### src/rtl/fc_pkg.sv
// Shared types and helpers for the fully-connected neuron blocks.
package fc_pkg;

  typedef enum logic {
    ACC  = 1'b0,
    HOLD = 1'b1
  } state_t;

  // Accumulator width that holds IN full-precision products without overflow.
  function automatic int acc_width(input int width, input int in);
    return 2 * width + $clog2(in);
  endfunction

  // Clamp a signed value to the signed range of a w-bit result (w < 64).
  function automatic logic signed [63:0] saturate(input logic signed [63:0] v, input int w);
    logic signed [63:0] hi;
    logic signed [63:0] lo;
    hi = (64'sd1 <<< (w - 1)) - 64'sd1;
    lo = -hi - 64'sd1;
    if (v > hi) return hi;
    if (v < lo) return lo;
    return v;
  endfunction

  // Clamp negative values to zero.
  function automatic logic signed [63:0] relu(input logic signed [63:0] v);
    return v[63] ? 64'sd0 : v;
  endfunction

endpackage

### src/rtl/fc_lane_dot.sv
// Combinational LANES-wide signed multiply followed by a balanced adder tree.
module fc_lane_dot #(
  parameter int WIDTH = 8,
  parameter int LANES = 4,
  parameter int ACC_W = 23
) (
  input  logic signed [WIDTH-1:0] i_x [0:LANES-1],
  input  logic signed [WIDTH-1:0] i_w [0:LANES-1],
  output logic signed [ACC_W-1:0] o_sum
);

  // Tree padded to a power of two; unused leaves are tied to zero.
  localparam int LEAVES = 1 << $clog2(LANES);

  // Heap-ordered tree: node n sums nodes 2n and 2n+1, leaves start at LEAVES.
  logic signed [ACC_W-1:0] w_node [1:2*LEAVES-1];

  for (genvar k = 0; k < LEAVES; k++) begin : g_leaf
    if (k < LANES) begin : g_mul
      logic signed [2*WIDTH-1:0] w_prod;
      assign w_prod = i_x[k] * i_w[k];
      assign w_node[LEAVES+k] = ACC_W'(w_prod);
    end else begin : g_pad
      assign w_node[LEAVES+k] = '0;
    end
  end

  for (genvar n = 1; n < LEAVES; n++) begin : g_add
    assign w_node[n] = w_node[2*n] + w_node[2*n+1];
  end

  assign o_sum = w_node[1];

endmodule

### src/rtl/fc_neuron_seq.sv
// Time-multiplexed fully-connected neuron: streams LANES activation/weight
// pairs per beat, accumulates the dot product, adds bias, saturates, ReLU.
module fc_neuron_seq
  import fc_pkg::*;
#(
  parameter  int WIDTH = 8,
  parameter  int IN    = 128,
  parameter  int LANES = 4,
  parameter  int RELU  = 1,
  localparam int ACC_W = acc_width(WIDTH, IN)
) (
  input  logic                    clk,
  input  logic                    rst,
  input  logic                    in_valid,
  output logic                    in_ready,
  input  logic signed [WIDTH-1:0] x [0:LANES-1],
  input  logic signed [WIDTH-1:0] w [0:LANES-1],
  input  logic signed [ACC_W-1:0] bias,
  output logic                    out_valid,
  input  logic                    out_ready,
  output logic        [ACC_W-1:0] z,
  output logic                    busy
);

  localparam int BEATS = IN / LANES;
  localparam int CNT_W = (BEATS > 1) ? $clog2(BEATS) : 1;

  if (IN % LANES != 0) begin : g_bad_cfg
    $error("fc_neuron_seq: IN must be a multiple of LANES");
  end

  state_t                  r_state;
  state_t                  w_state_next;
  logic        [CNT_W-1:0] r_beat_cnt;
  logic signed [ACC_W-1:0] r_acc;
  logic        [ACC_W-1:0] r_z;
  logic signed [ACC_W-1:0] w_lane_sum;
  logic signed [ACC_W:0]   w_final;
  logic        [ACC_W-1:0] w_z_next;
  logic                    w_fire;
  logic                    w_last;

  fc_lane_dot #(
    .WIDTH (WIDTH),
    .LANES (LANES),
    .ACC_W (ACC_W)
  ) u_lane_dot (
    .i_x   (x),
    .i_w   (w),
    .o_sum (w_lane_sum)
  );

  assign w_fire = in_valid && in_ready;
  assign w_last = (r_beat_cnt == CNT_W'(BEATS - 1));

  // One extra bit so acc + lane sum + bias cannot wrap before saturation.
  assign w_final  = (ACC_W+1)'(r_acc) + (ACC_W+1)'(w_lane_sum) + (ACC_W+1)'(bias);
  assign w_z_next = ACC_W'((RELU != 0) ? relu(saturate(64'(w_final), ACC_W))
                                       : saturate(64'(w_final), ACC_W));

  // State register.
  // NOTE: sequential state uses non-blocking assignments so every flop samples pre-edge values.
  always_ff @(posedge clk or posedge rst) begin
    if (rst) r_state <= ACC;
    else     r_state <= w_state_next;
  end

  // Next-state and handshake outputs; input and output sides are never live together.
  // NOTE: every signal gets a default first so no path leaves it unassigned (no latch).
  always_comb begin
    w_state_next = r_state;
    in_ready     = 1'b0;
    out_valid    = 1'b0;
    case (r_state)
      ACC: begin
        in_ready = 1'b1;
        if (in_valid && w_last) w_state_next = HOLD;
      end
      HOLD: begin
        out_valid = 1'b1;
        if (out_ready) w_state_next = ACC;
      end
      default: w_state_next = ACC;
    endcase
  end

  // Beat counter, accumulator and result register.
  always_ff @(posedge clk or posedge rst) begin
    if (rst) begin
      r_beat_cnt <= '0;
      r_acc      <= '0;
      r_z        <= '0;
    end else begin
      if (w_fire) begin
        r_acc <= r_acc + w_lane_sum;
        if (w_last) begin
          r_beat_cnt <= '0;
          r_z        <= w_z_next;
        end else begin
          r_beat_cnt <= r_beat_cnt + CNT_W'(1);
        end
      end
      if (r_state == HOLD && out_ready) r_acc <= '0;
    end
  end

  assign z    = r_z;
  assign busy = (r_state == HOLD) || (r_beat_cnt != '0);

endmodule

### config.mk
export PLATFORM = sky130hd
export DESIGN_NAME = fc_neuron_seq
export DESIGN_NICKNAME = d
export VERILOG_FILES = /design/src/rtl/fc_pkg.sv /design/src/rtl/fc_lane_dot.sv /design/src/rtl/fc_neuron_seq.sv
export SDC_FILE = /design/constraint.sdc
export NUM_CORES = 1
export LEC_CHECK = 0
export ABC_AREA = 1
export BUFFER_PORTS_ARGS = -buffer_cell sky130_fd_sc_hd__buf_2
export CAP_MARGIN = 20
export CORE_ASPECT_RATIO = 1.5
export CORE_UTILIZATION = 45
export DETAILED_ROUTE_END_ITERATION = 8
export PLACE_DENSITY = 0.74
export SYNTH_ARGS = -nofsm -noshare
export SYNTH_HDL_FRONTEND = slang
export SYNTH_SLANG_ARGS = --single-unit
### constraint.sdc
create_clock -name clk -period 6.1 [get_ports clk]
set_input_delay 0 -clock clk [delete_from_list [all_inputs] [get_ports clk]]
set_output_delay 0 -clock clk [all_outputs]
set_load 0.01 [all_outputs]
==> flow_metrics.tcl <==
set metrics [dict create \
    whs_ns 0.283 \
    synthTopCellsByArea "fa_1 41%, inv_1 15%, ha_1 11%, nand2_1 9.1%, dfrtp_1 7.9%" \
    yosys_warnings 0 \
    vias_per_cell 4.88 \
    worst-path-buf-inv 8 \
    initial_core_util_pct 45.8 \
    nets 2953 \
    num_antenna_cells 0 \
    fin_util_pct 58.4 \
    grt_antenna_before_repair 0 \
    cp_max_fo 6 \
    htree_levels 2 \
    fmaxAchievable_mhz 123 \
    setup_viol 37 \
    cts_made_buffers 5 \
    clockBufferDepth 2 \
    io_buffers 116 \
    num_io_pins 117 \
    failed_checks "setup timing" \
    critPathMaxStageDelay_ns 0.56 \
    wire_per_inst_um 15.3 \
    fillers 3028 \
    crit_family "adder cells" \
    tightest_slew_ns 1.04 \
    ys_seq_elements 52 \
    synth_fp_nets 2620 \
    netlist_area_sq_um 16500 \
    status "finished with violations" \
    clk_pin_slew_worst_paths_ns 0.07 \
    drv_slew 0 \
    postSynth.topFlopCell "dfrtp_1" \
    synth_edf_count 0 \
    multiInputGateArea_sq_um 13400 \
    yosys.area.top_type "fa_1" \
    worstHoldPathType "in -> async" \
    core.rowCount 85 \
    numClockSinks 52 \
    cts_tree "built" \
    die_h_um 236 \
    place.gp.congestion 0.919 \
    rsz0062_at_grt "yes" \
    start_kind "primary input" \
    crit_arrival_ns 8.37 \
    fin_crit_ns 8.13 \
    wl_um 43800 \
    async_flop_share_pct 100 \
    setup_slack_ns -2.03 \
    post-place-ws_ns -2.37 \
    hold_violations 0 \
    r2r_cells 20 \
    syn_area_per_cell_sq_um 8.04 \
    slew_headroom_pct 30.0 \
    cpMaxStageDelayCell "fa_1" \
    yosysSeqAreaShare_pct 7.91 \
    clock_skew_ns 0.0110 \
    period_share_pct 133 \
    grt_pass1_vias 15200 \
    ys_types 46 \
    drtAntennaViolNets 0 \
    clock_latency_ns 0.31 \
    drt_iter0_markers 660 \
    fp.dieW_um 158 \
    regArea_sq_um 1300 \
    endpoint_kind "flip-flop" \
    grt_max_degree 37 \
    area_delta_synth_final_pct 27.6 \
    cpMostUsedCell "fa_1" \
    path_depth 36 \
    grt_usage_pct 23.6 \
    synthCells 2047 \
    cts_root_buf "clkbuf_16" \
    grt.overflow.total 0 \
    drive_above_1_share_pct 27.0 \
    drc 0 \
    drv_cap 0 \
    vias 13900 \
    die_area_sq_um 37300 \
    core_area_sq_um 35900 \
    yosys.area.top_type_share_pct 41.5 \
    grt_first_pass_wirelength_um 68500 \
    cp.required_ns 6.34 \
    dr.pass1.iters 5 \
    path_class "in -> reg" \
    hpwl_um 36500 \
]
-- per-layer routing --
metal / GRT usage, % / vias to the layer above / wire, um
met3: 1.16 / 166 / 1590
met5: 0 / - / 0
met2: 46.0 / 437 / 24200
li1: - / 6508 / -
met1: 23.3 / 6832 / 14500
met4: 16.0 / 0 / 3510
-- kinds of logic (layout without fill, tap and decap cells) --
logic type / count (synthesis) / after routing / synth area share [%]
buf+inv: 741 / 1074 / 17.0
simple gates: 549 / 550 / 14.1
flops: 52 / 52 / 7.91
compound gates: 184 / 184 / 6.68
fa+ha+maj: 482 / 482 / 52.2
xor+xnor: 39 / 39 / 2.08
-- layout by cell type (no fill, tap or decap), types with 11 or more instances in the layout --
cell | netlist | final
nand3_1 | 30 | 27
ha_1 | 141 | 113
a21oi_1 | 52 | 34
fa_1 | 341 | 331
buf_4 | 0 | 258
buf_2 | 2 | 102
nor2_2 | 5 | 11
o21ai_1 | 25 | 30
inv_1 | 662 | 633
o21ai_0 | 44 | 23
ha_4 | 0 | 26
xor2_1 | 29 | 21
a21oi_2 | 3 | 13
inv_2 | 4 | 27
nand2_1 | 401 | 371
nor2_1 | 55 | 42
buf_6 | 2 | 22
o21ai_2 | 16 | 24
dfrtp_1 | 52 | 52
nand2_2 | 11 | 33
-- sequential cells by signal, summed over array words and instances (netlist names) --
name        flops
r_acc          23
z              23
r_state         1
r_beat_cnt      5
-- tightest hold or removal path, delay by kind of cell --
kind / cells / cell delay, ns
buf+inv: 3 / 1.05
-- area by class of cell --
| cell class | instances | area share, % |
|---|---|---|
| clock buffer | 8 | 0.697 |
| inverter | 669 | 12.0 |
| multi-input combinational | 1255 | 64.0 |
| sequential | 52 | 6.20 |
| tap | 478 | 2.85 |
| timing repair buffer | 397 | 14.2 |
-- final timing paths --
kind                                    start             to  slack, ns
max in group asynchronous                 rst  r_beat_cnt[3]       5.26
worst max register to register       r_acc[1]           z[8]       2.56
worst min register to register  r_beat_cnt[2]  r_beat_cnt[2]       0.46
min in group clk                      bias[0]           z[0]       0.30
worst min-delay path                      rst       r_acc[7]       0.28
worst max-delay path                     x[7]          z[20]      -2.03
-- synth_stat cells (3+ instances only) --
cell and n:
a211oi_1 3, a21o_1 6, a21oi_1 52, a21oi_2 3
a31oi_1 6, clkbuf_1 68, clkinv_1 3, dfrtp_1 52
fa_1 341, ha_1 141, inv_1 662, inv_2 4
nand2_1 401, nand2_2 11, nand2_4 3, nand3_1 30
nand3_2 6, nand3_4 3, nand4_1 6, nor2_1 55
nor2_2 5, nor3_1 9, o211ai_1 4, o21ai_0 44
o21ai_1 25, o21ai_2 16, o21bai_1 4, o22ai_1 10
o31ai_1 3, or2_2 13, xnor2_1 10, xor2_1 29
-- timing repair --
action | 4_1_cts | 5_1_grt
endpoints found under the setup margin | 39 | 40
pin swaps | 28 | 46
setup buffers | 16 | 16
resized for setup | 113 | 103
gates cloned | 3 | 2
hold endpoints to repair | 21 | 0
hold buffers | 2 | 0
-- per-stage QoR --
step                      cell area (sq um)  setup TNS [ns]  cells
after detailed placement              19600          -71.45   2813
after global routing                  21000          -70.40   2859
after floorplan                       16900          -44.15   2047
after CTS                             20400          -52.56   2842
after global placement                19600          -66.19   2812
final                                 21000          -57.64   2859
Power is not shown: default switching activity piles up to over one toggle a cycle in this logic, so the estimate is an artifact.
